File: config.mk
export PLATFORM = sky130hd
export DESIGN_NAME = fifo_uart_tx
export DESIGN_NICKNAME = d
export VERILOG_FILES = /design/src/rtl/fifo_uart_tx.sv
export SDC_FILE = /design/constraint.sdc
export NUM_CORES = 1
export LEC_CHECK = 0
export BUFFER_PORTS_ARGS = -buffer_cell sky130_fd_sc_hd__buf_2
export CAP_MARGIN = 10
export CORE_UTILIZATION = 50
export CTS_BUF_LIST = sky130_fd_sc_hd__clkbuf_4
export CTS_CLUSTER_SIZE = 12
export DETAILED_ROUTE_END_ITERATION = 8
export GPL_ROUTABILITY_DRIVEN = 0
export GPL_TIMING_DRIVEN = 0
export PLACE_DENSITY = 0.81
export SETUP_SLACK_MARGIN = 0.3
export SLEW_MARGIN = 15
export SYNTH_ARGS = -nofsm -noshare
export SYNTH_HDL_FRONTEND = slang
export SYNTH_SLANG_ARGS = --single-unit
File: constraint.sdc
create_clock -name clk -period 4.9 [get_ports clk]
set_clock_uncertainty 0.2 [all_clocks]
set_input_delay 1.225 -clock clk [delete_from_list [all_inputs] [get_ports clk]]
set_output_delay 1.225 -clock clk [all_outputs]
set_load 0.005 [all_outputs]
File: src/rtl/fifo_uart_tx.sv
// fifo_uart_tx: pops words from a synchronous FIFO and serialises each one
// as an asynchronous UART frame (start, LSB-first data, optional parity, stop).
module fifo_uart_tx #(
   parameter int unsigned DATA_WIDTH   = 8,
   parameter int unsigned CLKS_PER_BIT = 16,
   parameter int unsigned PARITY_EN    = 0,
   parameter int unsigned PARITY_ODD   = 0,
   parameter int unsigned STOP_BITS    = 1
) (
   input  logic                  clk,
   input  logic                  reset,
   input  logic                  tx_en,
   input  logic                  fifo_empty,
   output logic                  fifo_rd_en,
   input  logic [DATA_WIDTH-1:0] fifo_data,
   output logic                  tx,
   output logic                  busy,
   output logic                  frame_done
);

   localparam int unsigned BAUD_W = (CLKS_PER_BIT > 1) ? $clog2(CLKS_PER_BIT) : 1;
   localparam int unsigned IDX_W  = $clog2(DATA_WIDTH + 1);

   localparam logic [BAUD_W-1:0] BAUD_LAST = BAUD_W'(CLKS_PER_BIT - 1);
   localparam logic [BAUD_W-1:0] BAUD_PRE  = BAUD_W'(CLKS_PER_BIT - 2);
   localparam logic [IDX_W-1:0]  DATA_LAST = IDX_W'(DATA_WIDTH - 1);
   localparam logic [IDX_W-1:0]  STOP_LAST = IDX_W'(STOP_BITS - 1);

   typedef enum logic [2:0] {
      S_IDLE   = 3'd0,
      S_FETCH  = 3'd1,
      S_LATCH  = 3'd2,
      S_START  = 3'd3,
      S_DATA   = 3'd4,
      S_PARITY = 3'd5,
      S_STOP   = 3'd6
   } state_e;

   state_e                state_q, state_d;
   logic [BAUD_W-1:0]     baud_q, baud_d;
   logic [IDX_W-1:0]      idx_q, idx_d;
   logic [DATA_WIDTH-1:0] shift_q, shift_d;
   logic                  tx_q, tx_d;
   logic                  rd_q, rd_d;
   logic                  busy_q, busy_d;
   logic                  done_q, done_d;

   logic                  bit_end;
   logic                  parity_bit;
   logic [DATA_WIDTH-1:0] shift_rot;

   // Shift register rotates rather than shifts, so its XOR stays equal to the
   // word's parity for the whole frame and no separate parity flop is needed.
   always_comb begin
      bit_end    = (baud_q == BAUD_LAST);
      shift_rot  = (shift_q >> 1) | (shift_q << (DATA_WIDTH - 1));
      parity_bit = (^shift_q) ^ (PARITY_ODD != 0);
   end

   // Next-state, counter and registered-output logic.
   always_comb begin
      state_d = state_q;
      baud_d  = baud_q;
      idx_d   = idx_q;
      shift_d = shift_q;
      tx_d    = tx_q;
      rd_d    = 1'b0;
      done_d  = 1'b0;

      unique case (state_q)
         S_IDLE: begin
            tx_d   = 1'b1;
            baud_d = '0;
            idx_d  = '0;
            if (tx_en && !fifo_empty) begin
               state_d = S_FETCH;
               rd_d    = 1'b1;
            end
         end

         S_FETCH: state_d = S_LATCH;

         S_LATCH: begin
            shift_d = fifo_data;
            state_d = S_START;
            tx_d    = 1'b0;
            baud_d  = '0;
         end

         S_START: begin
            if (bit_end) begin
               state_d = S_DATA;
               baud_d  = '0;
               idx_d   = '0;
               tx_d    = shift_q[0];
            end else begin
               baud_d = baud_q + BAUD_W'(1);
            end
         end

         S_DATA: begin
            if (bit_end) begin
               baud_d  = '0;
               shift_d = shift_rot;
               if (idx_q == DATA_LAST) begin
                  idx_d = '0;
                  if (PARITY_EN != 0) begin
                     state_d = S_PARITY;
                     tx_d    = parity_bit;
                  end else begin
                     state_d = S_STOP;
                     tx_d    = 1'b1;
                  end
               end else begin
                  idx_d = idx_q + IDX_W'(1);
                  tx_d  = shift_rot[0];
               end
            end else begin
               baud_d = baud_q + BAUD_W'(1);
            end
         end

         S_PARITY: begin
            if (bit_end) begin
               state_d = S_STOP;
               baud_d  = '0;
               idx_d   = '0;
               tx_d    = 1'b1;
            end else begin
               baud_d = baud_q + BAUD_W'(1);
            end
         end

         S_STOP: begin
            tx_d   = 1'b1;
            done_d = (idx_q == STOP_LAST) && (baud_q == BAUD_PRE);
            if (bit_end) begin
               baud_d = '0;
               if (idx_q == STOP_LAST) begin
                  state_d = S_IDLE;
                  idx_d   = '0;
               end else begin
                  idx_d = idx_q + IDX_W'(1);
               end
            end else begin
               baud_d = baud_q + BAUD_W'(1);
            end
         end

         default: state_d = S_IDLE;
      endcase

      busy_d = (state_d != S_IDLE);
   end

   // State and output registers with synchronous reset.
   always_ff @(posedge clk) begin
      if (reset) begin
         state_q <= S_IDLE;
         baud_q  <= '0;
         idx_q   <= '0;
         shift_q <= '0;
         tx_q    <= 1'b1;
         rd_q    <= 1'b0;
         busy_q  <= 1'b0;
         done_q  <= 1'b0;
      end else begin
         state_q <= state_d;
         baud_q  <= baud_d;
         idx_q   <= idx_d;
         shift_q <= shift_d;
         tx_q    <= tx_d;
         rd_q    <= rd_d;
         busy_q  <= busy_d;
         done_q  <= done_d;
      end
   end

   assign fifo_rd_en = rd_q;
   assign tx         = tx_q;
   assign busy       = busy_q;
   assign frame_done = done_q;

endmodule

# Word-level counts from Yosys, hierarchy flattened
# Cells that the tools add are included.
# W data, S select, Z words.
[totals]
inputBits = 12
ff_bits = 23
output_inout_bits = 4
elab_cells = 70
[op_classes]
bitwise = 3
n_eq_ne = 14
n_mux = 24
addsub = 2
n_reduce_logical = 19
[op_table]
columns = ["cell", "n"]
rows = [
  ["$mux W4", 6],
  ["$mux W3", 7],
  ["$pmux W3 S7", 1],
  ["$pmux W4 S4", 1],
  ["$pmux W8 S2", 1],
  ["$reduce_or A2 Y1", 5],
  ["$eq A3 B3 Y1 const B", 3],
  ["$add A4 B1 Y4 const B", 2],
  ["$eq A4 B4 Y1 const B", 2],
  ["$mux W8", 1],
  ["$ne A2 B2 Y1 const B", 4],
  ["$or A7 B8 Y8", 1],
  ["$pmux W4 S2", 1],
  ["$reduce_and A4 Y1", 2],
  ["$eq A3 B2 Y1 const B", 2],
  ["$mux W1", 5],
  ["$pmux W1 S5", 1],
  ["$reduce_bool A5 Y1", 1],
  ["$eq A4 B3 Y1 const B", 1],
  ["$logic_not A4 Y1", 1],
  ["$reduce_bool A2 Y1", 2],
  ["$reduce_bool A4 Y1", 1],
  ["$reduce_or A4 Y1", 1],
  ["$eq A3 B1 Y1 const B", 1],
  ["other kinds (7)", 9],
]

# Logic depth before layout (Yosys ltp)
[logic_depth]
word_depth = 5
mapped_depth = 7
depth_no_buf = 6

# Worst setup path before layout
# No wires, ideal clock.
[synth_path]
path_kind = "input -> register"
start = "in reset"
end = "reg busy_q, in the netlist busy"
path_buffers = 1
setup_ps = 82
path_slack_ps = 2656
t_required_ps = 4618
stages = 3
t_arrival_ps = 1962
cell_sequence = "clkbuf_1 -> or4_1 -> o2111ai_1"
[synth_lines]
columns = ["element", "line_no", "rtl"]
rows = [
  ["from (decl)", "11", "input logic reset,"],
  ["to (signal assigned)", "174", "busy_q <= busy_d;"],
  ["to (decl)", "45", "logic busy_q, busy_d;"],
]

# Worst setup path in the final report
[layout_path]
start = "reg tx_q, in the netlist tx"
end = "out tx"
[layout_lines]
columns = ["element", "line_no", "rtl"]
rows = [
  ["from (decl)", "43", "logic tx_q, tx_d;"],
  ["from (signal assigned)", "172", "tx_q <= tx_d;"],
  ["to (decl)", "16", "output logic tx,"],
]
# No word-level cell between the ends.

==> results.sh <==
export IMPL_ys_types=46
export IMPL_clkSinkCount=23
export IMPL_synth_area_um2=1410
export IMPL_die_y_um=55.1
export IMPL_slew_limit_headroom=0.576
export IMPL_netSwitchingFraction=0.300
export IMPL_syn_nets=187
export IMPL_p_comb_frac=0.208
export IMPL_internal_power_w=0.000257
export IMPL_clkLatencyLatePin_ps=320
export IMPL_synth_edff_count=0
export IMPL_dp_hpwl_um=2360
export IMPL_postCtsHoldBufs=0
export IMPL_path_clk_slew_ps=140
export IMPL_power_density_nw_per_um2=238
export IMPL_worst_path_buf_inv=1
export IMPL_ioPinCount=16
export IMPL_cts_resized=0
export IMPL_drc=0
export IMPL_met1_usage=0.319
export IMPL_worstPathCellList="buf_2"
export IMPL_fin_setup_tns_ps=0
export IMPL_grt_antenna_before_repair=0
export IMPL_arrival_ps=790
export IMPL_dieArea_um2=3030
export IMPL_area_delta_synth_final_pct=9.59
export IMPL_ys_seq_elements=23
export IMPL_slowest_delay_ps=360
export IMPL_drtIter0Drc=52
export IMPL_met3_usage=0.0492
export IMPL_avgViaCountPerCell=6.15
export IMPL_fin_crit_ps=2220
export IMPL_numCtsBuffers=3
export IMPL_p_leak_nw=0.590
export IMPL_critPathLaunchType="flip-flop"
export IMPL_htree_levels=1
export IMPL_cts_setup_buffers=0
export IMPL_coreArea_um2=2570
export IMPL_grt_usage=0.264
export IMPL_yosys_top_cells_area="dfxtp_1, a21oi_1, mux2i_1"
export IMPL_fin_hold_ws_ps=284
export IMPL_synth_top_area_frac=0.327
export IMPL_tightest_slew_ps=628
export IMPL_drive_gt1_frac=0.169
export IMPL_syn_inst=171
export IMPL_grt_overflow_total=0
export IMPL_grt_pass1_wl_um=5610
export IMPL_yosysSeqAreaShare=0.327
export IMPL_ys_warn_count=0
export IMPL_avgSynthCellArea_um2=8.24
export IMPL_rsz0062_at_grt="false"
export IMPL_path_max_fanout=2
export IMPL_yosys_area_top_type="dfxtp_1"
export IMPL_fin_crit_sh=0.452
export IMPL_ys_async_sr_fraction=0
export IMPL_wl_per_cell_um=15.0
export IMPL_die_width_um=55.1
export IMPL_drv_cap=0
export IMPL_cpMaxStageDelayCell="dfxtp_1"
export IMPL_cp_end_kind="output port"
export IMPL_cts_tree="done"
export IMPL_fmax_mhz=451
export IMPL_start_util=0.549
export IMPL_routed_via_count=1346
export IMPL_power_frac_clock=0.247
export IMPL_worstPathRequired_ps=3470
export IMPL_portBuffers=14
export IMPL_ys_flop_type="dfxtp_1"
export IMPL_dr_pass1_iters=4
export IMPL_grt_start_max_net_pins=14
export IMPL_outcome="finished, final reports clean"
export IMPL_drv_slew=0
export IMPL_postRouteAntennaNets=0
export IMPL_ir_worst_vdd_v=0.000196
export IMPL_nFillCells=238
export IMPL_power_switching_w=0.000110
export IMPL_cts_root_buf="clkbuf_4"
export IMPL_wl_um=3290
export IMPL_gr_usage_met2=0.450
export IMPL_rows=18
export IMPL_grt_busiest_layer="met2"
export IMPL_power_frac_seq=0.545
export IMPL_min_path_type="flip-flop to flip-flop"
export IMPL_finalHoldViolations=0
export IMPL_cts_max_path_buffers=2
export IMPL_setup_viol=0
export IMPL_diodes=0
export IMPL_critPathTopFamily="flip-flops"
export IMPL_grt_pass1_vias=1260
export IMPL_layout_nets=206
export IMPL_setup_worst_path_class="flip-flop to output port"
power by group through the flow:
| stage | clock network [W] | logic, W | registers (W) |
|---|---|---|---|
| final | 0.0000906 | 0.0000763 | 0.000200 |
| after detailed placement | 0 | 0.0000744 | 0.000204 |
| after global placement | 0 | 0.0000722 | 0.000204 |
| after global routing | 0.000100 | 0.0000853 | 0.000201 |
| after CTS | 0.0000937 | 0.0000749 | 0.000200 |
| after floorplan | 0 | 0.0000534 | 0.000204 |
state kept, by name, indices dropped and copies added (netlist names):
register,count
frame_done,1
baud_q,4
shift_q,8
fifo_rd_en,1
state_q,3
idx_q,4
tx,1
busy,1
stage by stage:
| step | power (W) | setup WS [ps] | util | cell area [um2] | std cells |
|---|---|---|---|---|---|
| floorplan | 0.000257 | 2660 | - | 1410 | 171 |
| global placement | 0.000276 | 2510 | 0.591 | 1520 | 215 |
| detailed placement | 0.000279 | 2500 | 0.591 | 1520 | 215 |
| CTS | 0.000369 | 2680 | 0.601 | 1540 | 219 |
| global route | 0.000387 | 2640 | 0.601 | 1540 | 219 |
| finish | 0.000367 | 2680 | 0.601 | 1540 | 219 |
Yosys cell counts (4+ instances only):
master,instances
clkbuf_1,5
or3_1,9
dfxtp_1,23
nand2_1,7
nor2_1,6
o21ai_0,16
mux2i_1,8
ha_1,4
inv_1,11
nand3_1,4
a21oi_1,22
layout make-up:
class,instances,area (um2),area share
buffer,13,78.8,0.0511
clock buffer,3,22.5,0.0146
clock inverter,1,5.00,0.00324
inverter,11,41.3,0.0267
multi-input combinational,124,828,0.536
sequential,23,460,0.298
tap,30,37.5,0.0243
timing repair buffer,14,70.1,0.0454
cell families (layout without fill, tap and decap cells):
logic type	after synthesis	after routing	synth area share
fa+ha+maj	4	4	0.0355
compound gates	60	60	0.272
flops	23	23	0.327
mux	8	8	0.0568
xor+xnor	2	2	0.0124
simple gates	50	50	0.211
buf+inv	24	42	0.0853
worst paths after layout:
check	start	to	slack [ps]	cells past startpoint
hold reg to reg	shift_q[2]	shift_q[2]	280	2
setup / recovery	tx	tx	2680	1
setup reg to reg	baud_q[0]	idx_q[3]	2890	5
hold / removal	shift_q[2]	shift_q[2]	280	2
worst register-to-register path, cell delays in order, from the launching register on:
cell and delay (ps):
dfxtp_1 410, ha_1 240, nand3_1 310, o31ai_2 430, o211ai_1 130, a211oi_1 220
per-layer routing:
layer	up-vias	part of all wire
met5	-	0
met4	0	0.029
met3	11	0.051
met2	50	0.48
met1	623	0.44
li1	662	-
cells in the final DEF, fill, tap and decap left out, types with 4 or more instances in the layout:
cell type	synthesis	routed
dfxtp_1	23	23
a21oi_1	22	22
buf_2	3	17
o21ai_0	16	16
inv_1	11	11
or3_1	9	9
mux2i_1	8	8
nand2_1	7	7
nor2_1	6	6
clkbuf_1	5	5
nand3_1	4	4
ha_1	4	4
No activity file was read; power rests on OpenSTA's default activity.
